===== src/rtl/diffeq_ctrl_pkg.sv =====
// diffeq_ctrl_pkg: state encoding, operand indices and default widths shared by
// the differentiator sequencer.
package diffeq_ctrl_pkg;
    typedef enum logic [2:0] {S_IDLE, S_LOAD, S_GAP, S_START, S_WAIT, S_RESP} state_t;
    localparam logic [1:0] OP_X  = 2'd0;
    localparam logic [1:0] OP_DX = 2'd1;
    localparam logic [1:0] OP_A  = 2'd2;
    localparam logic [1:0] OP_U  = 2'd3;
    localparam int DEF_OUT_W = 16;
endpackage


===== src/rtl/diffeq_ctrl_timer.sv =====
// diffeq_ctrl_timer: loadable down-counter that stops at zero; reused for the
// strobe hold count and the WAIT timeout.
module diffeq_ctrl_timer
    import diffeq_ctrl_pkg::*;
#(
    parameter int W = 4
) (
    input  logic         clk,
    input  logic         reset,
    input  logic         i_load,
    input  logic         i_en,
    input  logic [W-1:0] i_val,
    output logic         o_zero
);
    logic [W-1:0] r_cnt;

    always_ff @(posedge clk) begin
        if (reset)
            r_cnt <= '0;
        else if (i_load)
            r_cnt <= i_val;
        else if (i_en && r_cnt != '0)
            r_cnt <= r_cnt - 1'b1;
    end

    assign o_zero = (r_cnt == '0);
endmodule


===== src/rtl/diffeq_ctrl.sv =====
// diffeq_ctrl: loads four operands into the differentiator through s1..s4/in,
// requests a computation and returns the captured result or a timeout flag.
module diffeq_ctrl
    import diffeq_ctrl_pkg::*;
#(
    parameter int HOLD_CYCLES    = 2,
    parameter int TIMEOUT_CYCLES = 1024,
    parameter int OUT_W          = DEF_OUT_W
) (
    input  logic             clk,
    input  logic             reset,
    input  logic             cmd_valid,
    output logic             cmd_ready,
    input  logic [3:0]       cmd_x,
    input  logic [3:0]       cmd_dx,
    input  logic [3:0]       cmd_a,
    input  logic [3:0]       cmd_u,
    output logic             res_valid,
    input  logic             res_ready,
    output logic [OUT_W-1:0] res_data,
    output logic             res_timeout,
    output logic             dif_s1,
    output logic             dif_s2,
    output logic             dif_s3,
    output logic             dif_s4,
    output logic [3:0]       dif_in,
    output logic             dif_ready,
    input  logic [OUT_W-1:0] dif_out,
    input  logic             dif_valid
);
    localparam int TW = ($clog2(TIMEOUT_CYCLES) > 4) ? $clog2(TIMEOUT_CYCLES) : 4;
    localparam logic [TW-1:0] HOLD_VAL = TW'(HOLD_CYCLES - 1);
    localparam logic [TW-1:0] TO_VAL   = TW'(TIMEOUT_CYCLES - 1);

    state_t           r_state, w_next;
    logic [1:0]       r_idx, w_next_idx;
    logic [3:0]       r_ops [4];
    logic [3:0]       w_next_op;
    logic             w_tload, w_ten, w_zero, w_cap, w_to;
    logic [TW-1:0]    w_tval;
    logic             r_cmd_ready, r_res_valid, r_res_timeout, r_dif_ready;
    logic [OUT_W-1:0] r_res_data;
    logic [3:0]       r_strb, r_dif_in;

    diffeq_ctrl_timer #(.W(TW)) u_timer (
        .clk    (clk),
        .reset  (reset),
        .i_load (w_tload),
        .i_en   (w_ten),
        .i_val  (w_tval),
        .o_zero (w_zero)
    );

    always_comb begin
        w_next     = r_state;
        w_next_idx = r_idx;
        w_tload    = 1'b0;
        w_ten      = 1'b0;
        w_tval     = HOLD_VAL;
        w_cap      = 1'b0;
        w_to       = 1'b0;
        case (r_state)
            S_IDLE: if (cmd_valid) begin
                w_next     = S_LOAD;
                w_next_idx = OP_X;
                w_tload    = 1'b1;
            end
            S_LOAD: if (w_zero) w_next = S_GAP; else w_ten = 1'b1;
            S_GAP: if (r_idx == OP_U) w_next = S_START;
            else begin
                w_next     = S_LOAD;
                w_next_idx = r_idx + 1'b1;
                w_tload    = 1'b1;
            end
            S_START: begin
                w_next  = S_WAIT;
                w_tload = 1'b1;
                w_tval  = TO_VAL;
            end
            // valid is checked first so it wins over a same-cycle timeout
            S_WAIT: if (dif_valid) begin
                w_next = S_RESP;
                w_cap  = 1'b1;
            end else if (w_zero) begin
                w_next = S_RESP;
                w_to   = 1'b1;
            end else w_ten = 1'b1;
            S_RESP: if (res_ready) w_next = S_IDLE;
            default: w_next = S_IDLE;
        endcase
    end

    assign w_next_op = (r_state == S_IDLE) ? cmd_x : r_ops[w_next_idx];

    always_ff @(posedge clk) begin
        if (r_state == S_IDLE && cmd_valid) begin
            r_ops[OP_X]  <= cmd_x;
            r_ops[OP_DX] <= cmd_dx;
            r_ops[OP_A]  <= cmd_a;
            r_ops[OP_U]  <= cmd_u;
        end
    end

    // outputs are decoded from the next state so every port is a flop
    always_ff @(posedge clk) begin
        if (reset) begin
            r_state       <= S_IDLE;
            r_idx         <= '0;
            r_cmd_ready   <= 1'b1;
            r_res_valid   <= 1'b0;
            r_res_data    <= '0;
            r_res_timeout <= 1'b0;
            r_strb        <= '0;
            r_dif_in      <= '0;
            r_dif_ready   <= 1'b0;
        end else begin
            r_state     <= w_next;
            r_idx       <= w_next_idx;
            r_cmd_ready <= (w_next == S_IDLE);
            r_res_valid <= (w_next == S_RESP);
            r_dif_ready <= (w_next == S_START) || (w_next == S_WAIT);
            r_strb      <= (w_next == S_LOAD) ? (4'b0001 << w_next_idx) : 4'b0000;
            if (w_next == S_LOAD)
                r_dif_in <= w_next_op;
            if (w_cap || w_to) begin
                r_res_data    <= w_cap ? dif_out : '0;
                r_res_timeout <= w_to;
            end
        end
    end

    assign cmd_ready   = r_cmd_ready;
    assign res_valid   = r_res_valid;
    assign res_data    = r_res_data;
    assign res_timeout = r_res_timeout;
    assign {dif_s4, dif_s3, dif_s2, dif_s1} = r_strb;
    assign dif_in      = r_dif_in;
    assign dif_ready   = r_dif_ready;
endmodule


===== config.mk =====
export PLATFORM = sky130hd
export DESIGN_NAME = diffeq_ctrl
export DESIGN_NICKNAME = d
export VERILOG_FILES = /design/src/rtl/diffeq_ctrl_pkg.sv /design/src/rtl/diffeq_ctrl_timer.sv /design/src/rtl/diffeq_ctrl.sv
export SDC_FILE = /design/constraint.sdc
export NUM_CORES = 1
export LEC_CHECK = 0
export ABC_CLOCK_PERIOD_IN_PS = 6300
export BUFFER_PORTS_ARGS = -buffer_cell sky130_fd_sc_hd__buf_2
export CORE_UTILIZATION = 25
export CTS_BUF_LIST = sky130_fd_sc_hd__clkbuf_4 sky130_fd_sc_hd__clkbuf_8
export DETAILED_ROUTE_END_ITERATION = 7
export GPL_ROUTABILITY_DRIVEN = 0
export PLACE_DENSITY = 0.41
export SYNTH_ARGS = -nofsm -noshare
export SYNTH_HDL_FRONTEND = slang
export SYNTH_HIERARCHICAL = 1
export SYNTH_SLANG_ARGS = --single-unit

===== constraint.sdc =====
create_clock -name clk -period 6.3 [get_ports clk]
set_input_delay 0 -clock clk [delete_from_list [all_inputs] [get_ports clk]]
set_output_delay 0 -clock clk [all_outputs]
set_load 0.01 [all_outputs]

Yosys cells after proc, flatten, opt, wreduce, memory -nomap -nowiden
Memory sizes are Yosys's and may differ from the RTL's. A register that Yosys moved wholly into a read port is not among the register bits.
Index checks and enable logic that the tools add are counted.
Operators by class
  divide/modulo/power cells: 0
  $mul: 0
  magnitude comparators: 0
  bitwise operators: 1
  shift-type cells: 1
  add/sub/neg operators: 2
  muxes and demuxes: 27
  equality and inequality tests: 10
  reduce and logical (&&, ||, !) cells: 10
Operator list (count)
  $mux W10: 3
  $pmux W3 S6: 1
  $mux W16: 1
  $mux W3: 5
  $eq A3 B3 Y1 const B: 4
  $mux W1: 11
  $logic_not A10 Y1: 1
  $reduce_bool A10 Y1: 1
  $sub A10 B1 Y10 const B: 1
  $eq A3 B2 Y1 const B: 3
  $eq A3 B1 Y1 const B: 2
  $logic_not A3 Y1: 2
  $mux W2: 3
  $pmux W2 S2: 1
  $shl A1 B2 Y4 const A: 1
  $pmux W1 S3: 1
  $add A2 B1 Y2 const B: 1
  $eq A2 B2 Y1 const B: 1
  $logic_and A1 B1 Y1: 2
  $logic_or A1 B1 Y1: 2
  $pmux W1 S2: 1
  $reduce_bool A2 Y1: 1
  $reduce_or A2 Y1: 1
  $not A1 Y1: 1
Word-level totals
  register bits after elaboration: 39
  bits in writable memories: 16
  output and inout bits: 28
  memory bits (read-only): 0
  memories kept: 1
  latch bits: 0
  logic and storage cells: 61
Memories
  r_ops: words 4, bits a word 4, read ports 1, clocked after Yosys merged registers in 1, wr ports 4, RTL line diffeq_ctrl.sv:37  | logic [3:0] r_ops [4];

Logic depth before layout (Yosys ltp)
  depth after elaboration: 7
  mapped depth: 10

Cells and area by module
Netlist, hierarchy kept.
Modules (own cells, without submodules)
  diffeq_ctrl: times used 1, seq. area each 1141.1 um^2, cells each 171, area each 1900.6 um^2
  diffeq_ctrl_timer: times used 1, seq. area each 200.2 um^2, cells each 72, area each 626.9 um^2

Worst setup path after synthesis
OpenSTA, ideal clock, no wires.
  path type: register to register
  start: reg r_state[1]
  end: reg r_dif_in[0], in the netlist dif_in[0] (read register of r_ops)
  library setup time: 0.134 ns
  arrival: 2.473 ns
  setup slack: 3.693 ns
  cell stages (with the launch flop): 7
  path buffers: 1
  cell sequence: dfxtp_1 > nor4b_2 > a211o_1 > buf_6 > mux2_4 > a22oi_1 > a211oi_1
On the way
  cells in the longest elaborated chain, start to end: 4
  elaborated cells on any way between the ends: 14
RTL lines
  from (decl): RTL line diffeq_ctrl.sv:35  | state_t r_state, w_next;
  from (signal assigned): RTL line diffeq_ctrl.sv:117  | r_state <= w_next;
  $mux W3: RTL line diffeq_ctrl.sv:84  | end else if (w_zero) begin
  $mux W3: RTL line diffeq_ctrl.sv:81  | S_WAIT: if (dif_valid) begin
  $pmux W3 S6: RTL line diffeq_ctrl.sv:62  | case (r_state)
  $eq A3 B1 Y1: RTL line diffeq_ctrl.sv:123  | if (w_next == S_LOAD)
  to (decl): RTL line diffeq_ctrl.sv:43  | logic [3:0] r_strb, r_dif_in;
Several ways; a longest one is shown, not always the timed one.
A chain may end at the register's enable or synchronous reset.

Worst setup path after layout
  start: reg u_timer.r_cnt[0]
  end: reg r_dif_in[0], in the netlist dif_in[0] (read register of r_ops)
On the way
  cells in the longest elaborated chain, start to end: 5
  elaborated cells on any way between the ends: 6
RTL lines
  from (decl): RTL line diffeq_ctrl_timer.sv:15  | logic [W-1:0] r_cnt;
  from (signal assigned): RTL line diffeq_ctrl_timer.sv:21  | r_cnt <= i_val;
  from (signal assigned): RTL line diffeq_ctrl_timer.sv:23  | r_cnt <= r_cnt - 1'b1;
  $logic_not A10 Y1 *: RTL line diffeq_ctrl_timer.sv:26  | assign o_zero = (r_cnt == '0);
  named net w_zero: RTL line diffeq_ctrl.sv:39  | logic w_tload, w_ten, w_zero, w_cap, w_to;
  $mux W3: RTL line diffeq_ctrl.sv:84
  $mux W3: RTL line diffeq_ctrl.sv:81
  $pmux W3 S6 *: RTL line diffeq_ctrl.sv:62
  $eq A3 B1 Y1 *: RTL line diffeq_ctrl.sv:123
The timed path passes the listed nets; every way through them passes the cells marked *.

==> impl_metrics.yaml <==
outcome:
  run_status: "completed"
timing:
  fmax_mhz: 349
  fin_setup_tns_ns: 0
  maxSlewViolCount: 0
  fin_crit_sh_pct: 45.5
  setup_viol: 0
  hold_viol_final: 0
  relSlewSlack_pct: 43.4
  holdWs_ns: 0.102
  layout_setup_ws_ns: 3.43
  tightest_slew_ns: 0.850
  rsz0062_at_grt: "false"
  skew_ns: 0.0133
  layout_min_cycle_time_ns: 2.87
clocking:
  path_clk_slew_ns: 0.07
  cts_tree: "done"
  clkLatencyLatePin_ns: 0.33
  cts_max_level: 3
  clock_path_buffers: 2
  ctsResizeCount: 0
  cts.sinks: 59
  cts_made_buffers: 9
  ctsRootBufferMaster: "clkbuf_8"
critical_path:
  end_kind: "flip-flop"
  worstPathArrival_ns: 3.10
  cp_slowest_stage_delay_ns: 0.50
  critPathRequiredTime_ns: 6.54
  crit_chain: "inv_1 -> ha_1 -> or4b_4 -> nor3_2 -> o21ai_2 -> a311oi_1 -> buf_4 -> nor2_1 -> a211oi_1"
  cpMaxStageDelayCell: "or4b_4"
  cp-start-kind: "flip-flop"
  path_class: "flip-flop to flip-flop"
  crit_path_max_fanout: 18
yosys:
  yosys.area_share.adder_pct: 0.495
  yosys.area.top_type: "dfxtp_1"
  synth_area_per_cell_um2: 10.4
  synth_cells: 243
  ys_ff_latch: 59
  synth_top_family_by_area: "compound AO/OA/AOI/OAI gates"
  synth.most_common_cell: "dfxtp_1"
  yosys.area_share.simple_pct: 17.5
  synthMuxAreaShare_pct: 4.85
  syn_area_um2: 2530
  synth_area_leaders: "dfxtp_1 34%, edfxtp_1 19%, a22oi_1 6.5%"
  ys.flop_type: "dfxtp_1"
  yosysTopAreaCellShare_pct: 34.1
  synth_compound_area_share_pct: 19.1
  synth_edf_count: 16
  ys_types: 58
  async_flop_share_pct: 0
  ys_warn_count: 6
  yosys-top-cells-count: "43 x dfxtp_1, 37 x nor2_1, 22 x a22oi_1"
  synthXorXnorAreaFrac_pct: 0.347
  yosysSeqAreaShare_pct: 53.1
  synthesis.nets: 281
layout:
  fin_area_um2: 3500
  nets: 375
  area_delta_synth_final_pct: 38.6
  nFillCells: 996
  post-route-util_pct: 35.8
  area.sequential_um2: 1340
  antenna_cells: 0
  drive_gt1_share_pct: 28.9
  multiInputGateArea_um2: 1080
  stdcell_count: 475
route:
  ant_nets: 0
  drc_errors: 0
  routed_via_density: 4.53
  vias: 2152
  drt-pass1-iter-count: 4
  post_drt_wl_per_cell_um: 13.2
  wl_um: 6250
  drt_iter0_markers: 108
floorplan:
  die_w_um: 103
  dieArea_um2: 10500
  io_pins: 65
  core_area_um2: 9770
  rows: 36
  initial_core_util_pct: 25.9
  chipHeight_um: 103
place:
  hpwl_um: 3900
  dp_slack_ns: 3.43
  place_area_um2: 2970
  dp_cells: 427
  io_buffer_count: 64
power_and_ir_drop:
  leakage_nw: 1.44
  irDropWorstVdd_mv: 0.144
  total_power_mw: 1.00
  p_per_area_nw_per_um2: 287
grt:
  first_global_vias: 2122
  grt_antenna_before_repair: 0
  grt_pass1_wl_um: 10200
  globalRouteTotalUtil_pct: 12.7
  grt_max_degree: 46
  grt_overflow: 0
job:
  maxCapViolCount: 0
hold_path:
  min_path_type: "input pin to flip-flop"
[final timing paths]
kind	from	endpoint	slack [ns]	depth (start not counted)
worst min register to register	res_data[10]$_SDFFE_PP0P_	res_data[10]$_SDFFE_PP0P_	0.49	2
worst max-delay path	u_timer/r_cnt[0]$_SDFFE_PP0P_	dif_in[0]$_SDFFE_PP0N_	3.43	9
worst min-delay path	res_ready	r_state[2]$_SDFF_PP0_	0.10	4
worst max register to register	u_timer/r_cnt[0]$_SDFFE_PP0P_	dif_in[0]$_SDFFE_PP0N_	3.43	9
[critical path, delay by kind of cell, from the launching register on]
kind,cells,cell delay [ns]
simple gates,3,1.02
fa+ha+maj,1,0.20
buf+inv,2,0.31
flops,1,0.32
compound gates,3,0.90
[flip-flops by register name, indices dropped and copies added, names as in the netlist]
signal,flops
dif_in,4
r_state,3
u_timer/r_cnt,10
r_idx,2
res_data,16
r_ops,16
dif_ready,1
res_timeout,1
cmd_ready,1
r_strb,4
res_valid,1
[routing by layer]
layer  GRT usage, %  vias to the layer above  part of all wire (%)
met3           3.39                       10                   4.9
met1           15.9                     1009                    46
li1               -                     1080                     -
met5              0                        -                     0
met4           6.26                        0                   1.9
met2           20.2                       53                    47
[cell usage in the layout (no fill, tap or decap), types with 2 or more instances in the layout]
cell,count
mux2_4,2
nor4b_1,3
nand3_1,3
nor3_1,8
a211oi_1,6
a21o_1,2
and3_1,2
or3_1,3
a21oi_1,10
o21a_1,4
mux2i_1,7
nand4b_1,2
nand2_1,6
a22oi_1,22
buf_4,2
dfxtp_1,43
nor2_1,37
nor2b_1,2
a221oi_1,3
buf_2,64
a211o_1,2
inv_1,11
edfxtp_1,16
dlygate4sd3_1,32
clkbuf_4,2
o31a_2,2
clkbuf_8,12
mux2_2,2
[power by group]
part | internal [mW] | switching [mW]
clock | 0.224 | 0.147
combinational | 0.0917 | 0.0977
sequential | 0.422 | 0.0232
total | 0.737 | 0.268
[final cells by class]
| type | instances | share of cell area, % |
|---|---|---|
| multi-input combinational | 158 | 30.9 |
| clock inverter | 2 | 1.00 |
| tap | 133 | 4.75 |
| clock buffer | 14 | 5.14 |
| inverter | 11 | 1.18 |
| timing repair buffer | 98 | 18.7 |
| sequential | 59 | 38.3 |
[logic make-up after synthesis]
group / after synthesis
other: 1
XOR/XNOR: 1
AND/OR/NAND/NOR: 81
AO/OA/AOI/OAI: 63
flip-flops: 59
multiplexers: 11
buffers and inverters: 26
adder cells (fa/ha/maj): 1
[repair_timing]
action                                 4_1_cts  5_1_grt
endpoints found under the hold margin       32        0
setup buffers                                0        0
hold buffers                                32        0
Power figures use the tool's default switching activity.
